## src/rtl/stim_gen_pkg.sv

```systemverilog
// Shared types and constants for the exhaustive stimulus generator.
// Sweep modes, FSM states and the MISR feedback polynomial.
package stim_gen_pkg;

    typedef enum logic [1:0] {
        MODE_BIN  = 2'b00,
        MODE_GRAY = 2'b01,
        MODE_WALK = 2'b10,
        MODE_RSVD = 2'b11
    } mode_e;

    typedef enum logic [1:0] {
        S_IDLE = 2'b00,
        S_RUN  = 2'b01,
        S_DONE = 2'b10
    } state_e;

    localparam logic [15:0] POLY = 16'h1021;

endpackage

```

## src/rtl/exhaustive_stim_gen_if.sv

```systemverilog
// Bundle between the stimulus generator and whoever drives it.
// The slave side is the generator; the master side owns start/mode/resp.
interface exhaustive_stim_gen_if #(
    parameter int WIDTH = 6,
    parameter int SIG_W = 16
);
    logic             start;
    logic [1:0]       mode;
    logic             resp;
    logic [WIDTH-1:0] pattern;
    logic             pattern_valid;
    logic             busy;
    logic             done;
    logic [WIDTH:0]   ones_cnt;
    logic [SIG_W-1:0] signature;

    modport master (
        output start, mode, resp,
        input  pattern, pattern_valid, busy, done, ones_cnt, signature
    );

    modport slave (
        input  start, mode, resp,
        output pattern, pattern_valid, busy, done, ones_cnt, signature
    );
endinterface

```

## src/rtl/misr.sv

```systemverilog
// Single-input MISR compacting the DUT response stream.
// clr has priority over en so a new sweep always starts from zero.
module misr
    import stim_gen_pkg::*;
#(
    parameter int SIG_W = 16
) (
    input  logic             clk,
    input  logic             rst_n,
    input  logic             clr,
    input  logic             en,
    input  logic             din,
    output logic [SIG_W-1:0] sig
);
    localparam logic [SIG_W-1:0] POLY_W = SIG_W'(POLY);

    logic [SIG_W-1:0] sig_q, sig_d;

    // Next signature: shift, fold in polynomial on MSB, xor response.
    always_comb begin
        sig_d = sig_q;
        if (clr) begin
            sig_d = '0;
        end else if (en) begin
            sig_d = {sig_q[SIG_W-2:0], 1'b0}
                  ^ (sig_q[SIG_W-1] ? POLY_W : '0)
                  ^ {{(SIG_W-1){1'b0}}, din};
        end
    end

    // Signature register.
    always_ff @(posedge clk or negedge rst_n) begin
        if (!rst_n) sig_q <= '0;
        else        sig_q <= sig_d;
    end

    assign sig = sig_q;
endmodule

```

## src/rtl/exhaustive_stim_gen.sv

```systemverilog
// Sweeps every stimulus vector in binary, Gray or walking-one order,
// counting ones and compacting the response into a MISR signature.
module exhaustive_stim_gen
    import stim_gen_pkg::*;
#(
    parameter int WIDTH = 6,
    parameter int SIG_W = 16
) (
    input  logic                 clk,
    input  logic                 rst_n,
    exhaustive_stim_gen_if.slave bus
);
    state_e           state_q, state_d;
    mode_e            mode_q, mode_d;
    logic [WIDTH:0]   idx_q, idx_d;
    logic [WIDTH:0]   ones_q, ones_d;
    logic [WIDTH:0]   last_idx;
    logic [WIDTH-1:0] pat_q, pat_d;
    logic             clr;
    logic             en;

    function automatic logic [WIDTH-1:0] pat_of(mode_e m, logic [WIDTH:0] k);
        logic [WIDTH-1:0] b;
        b = k[WIDTH-1:0];
        case (m)
            MODE_GRAY: pat_of = b ^ (b >> 1);
            MODE_WALK: pat_of = {{(WIDTH-1){1'b0}}, 1'b1} << k;
            default:   pat_of = b;
        endcase
    endfunction

    assign last_idx = (mode_q == MODE_WALK)
                    ? (WIDTH+1)'(WIDTH-1)
                    : {1'b0, {WIDTH{1'b1}}};

    // Next state, sweep index, ones counter and registered pattern.
    always_comb begin
        state_d = state_q;
        mode_d  = mode_q;
        idx_d   = idx_q;
        ones_d  = ones_q;
        clr     = 1'b0;
        en      = 1'b0;
        unique case (state_q)
            S_IDLE: begin
                if (bus.start) begin
                    mode_d  = mode_e'(bus.mode);
                    idx_d   = '0;
                    ones_d  = '0;
                    clr     = 1'b1;
                    state_d = S_RUN;
                end
            end
            S_RUN: begin
                en     = 1'b1;
                ones_d = ones_q + (WIDTH+1)'(bus.resp);
                if (idx_q == last_idx) state_d = S_DONE;
                else                   idx_d   = idx_q + 1'b1;
            end
            S_DONE: state_d = S_IDLE;
            default: state_d = S_IDLE;
        endcase
        pat_d = (state_d == S_RUN) ? pat_of(mode_d, idx_d) : '0;
    end

    // Control and datapath registers.
    always_ff @(posedge clk or negedge rst_n) begin
        if (!rst_n) begin
            state_q <= S_IDLE;
            mode_q  <= MODE_BIN;
            idx_q   <= '0;
            ones_q  <= '0;
            pat_q   <= '0;
        end else begin
            state_q <= state_d;
            mode_q  <= mode_d;
            idx_q   <= idx_d;
            ones_q  <= ones_d;
            pat_q   <= pat_d;
        end
    end

    misr #(.SIG_W(SIG_W)) u_misr (
        .clk   (clk),
        .rst_n (rst_n),
        .clr   (clr),
        .en    (en),
        .din   (bus.resp),
        .sig   (bus.signature)
    );

    assign bus.pattern       = pat_q;
    assign bus.pattern_valid = (state_q == S_RUN);
    assign bus.busy          = (state_q == S_RUN);
    assign bus.done          = (state_q == S_DONE);
    assign bus.ones_cnt      = ones_q;
endmodule

```

## src/flat_wrapper.sv

```systemverilog
// flat-port wrapper written by rule: the top's interface ports become plain ports
module exhaustive_stim_gen_flat import stim_gen_pkg::*;
#(
    parameter int WIDTH = 6,
    parameter int SIG_W = 16
)
  (clk, rst_n, bus_start, bus_mode, bus_resp, bus_pattern, bus_pattern_valid, bus_busy, bus_done, bus_ones_cnt, bus_signature);
  exhaustive_stim_gen_if #(.WIDTH(WIDTH), .SIG_W(SIG_W)) bus_i ();
  input  logic clk;
  input  logic rst_n;
  input wire logic [$bits(bus_i.start)-1:0] bus_start;
  input wire logic [$bits(bus_i.mode)-1:0] bus_mode;
  input wire logic [$bits(bus_i.resp)-1:0] bus_resp;
  output wire logic [$bits(bus_i.pattern)-1:0] bus_pattern;
  output wire logic [$bits(bus_i.pattern_valid)-1:0] bus_pattern_valid;
  output wire logic [$bits(bus_i.busy)-1:0] bus_busy;
  output wire logic [$bits(bus_i.done)-1:0] bus_done;
  output wire logic [$bits(bus_i.ones_cnt)-1:0] bus_ones_cnt;
  output wire logic [$bits(bus_i.signature)-1:0] bus_signature;
  assign bus_i.start = bus_start;
  assign bus_i.mode = bus_mode;
  assign bus_i.resp = bus_resp;
  assign bus_pattern = bus_i.pattern;
  assign bus_pattern_valid = bus_i.pattern_valid;
  assign bus_busy = bus_i.busy;
  assign bus_done = bus_i.done;
  assign bus_ones_cnt = bus_i.ones_cnt;
  assign bus_signature = bus_i.signature;
  exhaustive_stim_gen #(.WIDTH(WIDTH), .SIG_W(SIG_W)) u_core (.clk(clk), .rst_n(rst_n), .bus(bus_i));
endmodule
```

## config.mk

```make
export PLATFORM = sky130hd
export DESIGN_NAME = exhaustive_stim_gen_flat
export DESIGN_NICKNAME = d
export VERILOG_FILES = /design/src/rtl/stim_gen_pkg.sv /design/src/rtl/exhaustive_stim_gen_if.sv /design/src/rtl/misr.sv /design/src/rtl/exhaustive_stim_gen.sv /design/src/flat_wrapper.sv
export SDC_FILE = /design/constraint.sdc
export NUM_CORES = 1
export LEC_CHECK = 0
export BUFFER_PORTS_ARGS = -buffer_cell sky130_fd_sc_hd__buf_2
export CAP_MARGIN = 20
export CORE_MARGIN = 1
export CORE_UTILIZATION = 50
export DETAILED_ROUTE_END_ITERATION = 16
export PLACE_DENSITY = 0.73
export REMOVE_ABC_BUFFERS = 1
export SYNTH_ARGS = -nofsm -noshare
export SYNTH_HDL_FRONTEND = slang
export SYNTH_SLANG_ARGS = --single-unit
export TNS_END_PERCENT = 5
```

## constraint.sdc

```tcl
create_clock -name clk -period 3.04 [get_ports clk]
set_clock_uncertainty 0.2 [all_clocks]
set_input_delay 0.456 -clock clk [delete_from_list [all_inputs] [get_ports clk]]
set_output_delay 0.456 -clock clk [all_outputs]
set_load 0.01 [all_outputs]
```

# Word level (Yosys, flattened, before mapping)
# Cells that the tools add are included.
# totals
reg_bits,40
in_bits,6
out_inout_bits,32
wordCells,43
# classes
n_addsub,2
n_eq_ne,8
shift,1
muxes,19
n_bitwise,3
reduce_logical,4
# ops
operator,count
two-way mux 16 bit,2
case mux 7 bit (2 select lines),2
two-way mux 7 bit,3
XOR 16 x 1 -> 16 bit,1
XOR 16 bit,1
two-way mux 13 bit,1
two-way mux 6 bit,2
case mux 6 bit (2 select lines),1
two-way mux 2 bit,4
adder 7 x 1 -> 7 bit,1
"adder 7 x 1 -> 7 bit, second input constant",1
equality test 7 bit,1
"<< shifter 1 x 7 -> 6 bit, first input constant",1
"equality test 2 x 1 -> 1 bit, second input constant",3
"equality test 2 bit, second input constant",3
XOR 6 x 5 -> 6 bit,1
case mux 2 bit (2 select lines),1
nonzero test 2 bit,2
two-way mux 1 bit,3
logical NOT 2 bit,1
"!= test 2 bit, second input constant",1
AND reduction 2 bit,1

# Logic depth before layout (Yosys ltp)
# logic_depth
word_depth,8
depth_mapped,11
ltp_nobuf,10

# Cells and area by module
# A second synthesis with hierarchy kept.
# hier_totals
cells_unflattened,208
hier_area_um2,2187.1
# by_module_without_submodules
module,n_inst,cells_per_inst,area_each_um2,seq_area_each_um2
exhaustive_stim_gen,1,153,1486.4,600.6
misr,1,55,700.7,400.4

# Worst setup path before layout
# Ideal clock, no wire load.
# synth_path
path_kind,register -> register
from,reg u_core.idx_q[3]
to,"reg u_core.pat_q[4], in the netlist u_core.bus.pattern[4]"
setup_ns,0.094
t_arrival_ns,2.417
required_ns,2.746
slack_ns,0.329
path_stages_with_launch,11
n_path_buf,1
period_less_slack_ns,2.711
cell_sequence,dfrtp_1 buf_4 nand3_1 a211o_2 o21a_2 a32oi_1 ha_1 nand2_1 a2111oi_1 nand4b_1 a221oi_2
# synth_via
elab_chain_cells,6
word_cells_on_any_way,12
cone_classes,1 x add/sub; 2 x eq/ne; 1 x shift; 7 x mux; 1 x bitwise
# synth_lines
item,line_no,source
start: declaration,exhaustive_stim_gen.sv:15,"logic [WIDTH:0] idx_q, idx_d;"
start signal: assignment,exhaustive_stim_gen.sv:77,idx_q <= idx_d;
adder 7 x 1 -> 7 bit or equality test 7 bit (tied branches),"exhaustive_stim_gen.sv:58, exhaustive_stim_gen.sv:57",
two-way mux 7 bit,exhaustive_stim_gen.sv:57,if (idx_q == last_idx) state_d = S_DONE;
case mux 7 bit (2 select lines),exhaustive_stim_gen.sv:44,unique case (state_q)
<< shifter 1 x 7 -> 6 bit or XOR 6 x 5 -> 6 bit (tied branches),"exhaustive_stim_gen.sv:27, exhaustive_stim_gen.sv:26",
case mux 6 bit (2 select lines),exhaustive_stim_gen.sv:25,case (m)
two-way mux 6 bit *,exhaustive_stim_gen.sv:63,"pat_d = (state_d == S_RUN) ? pat_of(mode_d, idx_d) : '0;"
named net u_core.pat_d[4],exhaustive_stim_gen.sv:18,"logic [WIDTH-1:0] pat_q, pat_d;"
end signal: assignment,exhaustive_stim_gen.sv:79,pat_q <= pat_d;
end: declaration,exhaustive_stim_gen.sv:18,
# Mark *: on every way through the listed nets, which the timed path passes. The rest lies on a longest branch.
# A chain may end at the register's enable or synchronous reset.

# Worst setup path after layout
# layout_path
from,reg u_core.idx_q[1]
to,"reg u_core.pat_q[5], in the netlist u_core.bus.pattern[5]"
# The elaborated chain is that of the path after synthesis.

==> run_results.csv <==
group,metric,value,unit
power,peakVddDrop,0.6916,mV
routing,avgRoutedWirePerCell,16.51,µm
routing,drc,0,
cells_and_area,finalNetCount,241,
placement,dpl.hpwl,3239,µm
timing,drv_slew,0,
worst_setup_path,start_kind,"register",
synthesis,syn_area,2064,µm²
worst_setup_path,critPathArrivalTime,2920,ps
synthesis,ys_seq_area_share,48.48,%
worst_setup_path,crit_cells,10,
worst_setup_path,endpoint_kind,"register",
worst_setup_path,rr_worst_depth,10,
synthesis,synth_top_cells_by_count,"40 x dfrtp_1, 16 x a22o_1, 11 x inv_1, 11 x nand2_1, 8 x o21ai_0",
flow_run,maxCapViolations,0,
worst_setup_path,critical_path_class,"reg -> reg",
grt,track_usage,23.40,%
timing,fin_crit,2898,ps
routing,routed_wl,4590,µm
cts,clk_latency,300,ps
worst_setup_path,reg2reg_slack,140,ps
routing,drtIter0Drc,154,
routing,vias,1694,
cells_and_area,syn_to_final_growth,19.39,%
synthesis,synth_area_per_cell,11.34,µm²
worst_hold_path,hold_class,"in -> async",
timing,finalSetupViolCount,0,
cells_and_area,n_antenna_cell,0,
timing,fin_crit_sh,95.34,%
cts,cts.sinks,40,
timing,max_clock_freq,345.0,MHz
cells_and_area,fin_area,2465,µm²
worst_setup_path,path_delay_family,"compound AO/OA/AOI/OAI gates",
timing,slew_headroom,41.79,%
cells_and_area,regArea,1002,µm²
cells_and_area,drive_gt1_share,33.04,%
worst_setup_path,timing.rr.start,"u_core.idx_q[1]$_DFF_PN0_",
synthesis,synth_most_common_cell,"dfrtp_1",
routing,dr.pass1.iters,5,
timing,hold_viol,0,
grt,overflow,0,
synthesis,async_flop_share,100.0,%
worst_setup_path,cp.required,3060,ps
placement,dpl_cell_area,2327,µm²
cts,clockBufferDepth,2,
synthesis,synth_cell_types,54,
synthesis,synth_edf_count,0,
die,fp.dieArea,4390,µm²
cts,numCtsBuffers,5,
die,dieWidth,66.26,µm
synthesis,syn-instance-count,182,
worst_setup_path,cp_slowest_cell,"dfrtp_2",
outcome,status,"complete, no violations",
routing,vias_per_cell,6.094,
timing,tightest_slew,873.1,ps
cts,ctsHoldBuffers,0,
placement,numPortBuffers,37,
synthesis,ys_ff_latch,40,
grt,antenna_found_initial,0,
worst_setup_path,path_cells,"and3b_1 > a211o_2 > o21a_2 > a32oi_2 > ha_1 > nand3b_1 > a2111oi_4 > buf_4 > nand4_1 > a21oi_1",
die,fp.dieH,66.26,µm
synthesis,synth_top_cell_area_share,48.48,%
placement,gp_congestion,0.8739,
placement,detailedPlace.worstSlack,192.0,ps
timing,finalWorstSetupSlack,141.8,ps
worst_setup_path,crit_path_max_incr_delay,470,ps
grt,grt_pass1_vias,1613,
die,ioPinCount,38,
worst_setup_path,r2r_end,"u_core.bus.pattern[5]$_DFF_PN0_",
synthesis,ys.flop_type,"dfrtp_1",
synthesis,synth.area.top_cells,"dfrtp_1 48%, a22o_1 6.8%, ha_1 3.6%",
die,rows,22,
routing,ant_nets,0,
die,design.core.area,3799,µm²
grt,grt_pass1_wl,7631,µm
cts,clk_pin_slew,80,ps
cells_and_area,n_fill_cell,315,
worst_setup_path,crit_path_max_fanout,7,
synthesis,synth_top_area_cell,"dfrtp_1",
grt,grt_max_degree,41,
power,p_leak,1.207,nW
cts,cts_tree,"yes",
cts,root_buffer,"clkbuf_8",
cts,htreeDepth,2,
cells_and_area,multi_input_area,972.2,µm²
power,power.density,1123,nW/µm²
die,start_util,54.35,%
worst_setup_path,cp_num_buf_inv,1,
synthesis,yosys_warnings,0,
power breakdown:
| group | switching, mW | internal, mW |
|---|---|---|
| Sequential | 0.184 | 0.729 |
| Combinational | 0.805 | 0.593 |
| Clock | 0.189 | 0.268 |
| Total | 1.18 | 1.59 |
sequential cells by signal, indices dropped and copies added, names as in the netlist:
name	flops
u_core.mode_q	2
u_core.u_misr.sig	16
u_core.bus.pattern	6
u_core.state_q	2
u_core.bus.ones_cnt	7
u_core.idx_q	7
routing by layer:
metal | GRT usage [%] | wire, µm | part of all wire (%)
met2 | 35.08 | 2242 | 49
met4 | 8.777 | 19 | 0.41
met1 | 31.02 | 2030 | 44
met3 | 8.103 | 298 | 6.5
met5 | 0 | 0 | 0
through the flow:
stage                     power (mW)  utilization [%]  cells  hold slack (ps)  TNS, ps
after global routing           2.965            64.89    278            135.9   -11.52
after CTS                      2.749            64.46    277            99.08        0
after floorplan                1.806                -    174           -39.59        0
after detailed placement       2.282            61.26    269            295.8        0
final                          2.769            64.89    278            71.63        0
after global placement         2.244            61.26    269            274.1        0
area by class of cell:
type	count	area share, %
Clock buffer	6	3.350
Clock inverter	2	1.574
Inverter	11	1.675
Multi-Input combinational cell	123	39.44
Sequential cell	40	40.66
Tap cell	48	2.437
Timing Repair Buffer	48	10.86
what timing repair did:
item / CTS / global route
gates resized for setup: 0 / 2
buffers inserted: 0 / 1
setup endpoints to repair: 0 / 5
worst reg2reg max path: cells and delay by family (launching register included):
| kind | cells | cell delay (ps) |
|---|---|---|
| adder cells (fa/ha/maj) | 1 | 210 |
| flip-flops | 1 | 470 |
| AO/OA/AOI/OAI | 5 | 1320 |
| AND/OR/NAND/NOR | 3 | 430 |
| buffers and inverters | 1 | 200 |
cell usage in the layout (no fill, tap or decap), types with 2 or more instances in the layout:
| cell | synthesis | layout |
|---|---|---|
| dfrtp_1 | 40 | 39 |
| buf_2 | 0 | 37 |
| a22o_1 | 16 | 16 |
| inv_1 | 11 | 11 |
| nand2_1 | 11 | 11 |
| buf_4 | 2 | 11 |
| o21ai_0 | 8 | 8 |
| nand3_1 | 7 | 7 |
| nand4_1 | 7 | 7 |
| o211ai_1 | 6 | 6 |
| ha_1 | 6 | 6 |
| clkbuf_8 | 2 | 6 |
| o31ai_1 | 4 | 4 |
| nor2_1 | 4 | 4 |
| a21oi_1 | 4 | 4 |
| mux2i_1 | 3 | 3 |
| nor3_1 | 3 | 3 |
| xnor2_1 | 3 | 3 |
| a21oi_2 | 2 | 2 |
| a21o_1 | 2 | 2 |
| nand4b_1 | 2 | 2 |
| nor2b_1 | 2 | 2 |
| a311oi_1 | 2 | 2 |
how the worst max path moves through the flow:
| stage | startpoint | endpoint | slack (ps) |
|---|---|---|---|
| 5_1_grt | u_core.idx_q[1]$_DFF_PN0_ | u_core.bus.pattern[5]$_DFF_PN0_ | -10 |
| 3_3_place_gp | u_core.idx_q[1]$_DFF_PN0_ | u_core.bus.pattern[4]$_DFF_PN0_ | 210 |
| 2_1_floorplan | u_core.idx_q[3]$_DFF_PN0_ | u_core.bus.pattern[4]$_DFF_PN0_ | 280 |
| 4_1_cts | u_core.idx_q[1]$_DFF_PN0_ | u_core.bus.pattern[4]$_DFF_PN0_ | 160 |
| 6_report | u_core.idx_q[1]$_DFF_PN0_ | u_core.bus.pattern[5]$_DFF_PN0_ | 140 |
| 3_5_place_dp | u_core.idx_q[1]$_DFF_PN0_ | u_core.bus.pattern[4]$_DFF_PN0_ | 190 |
kinds of logic after synthesis:
kind of cell	count (synthesis)	synth area share (%)
simple gates	47	13.46
compound gates	61	25.27
buf+inv	19	4.788
mux	5	2.667
fa+ha+maj	6	3.636
xor+xnor	4	1.697
flops	40	48.48
Power figures use the tool's default switching activity.
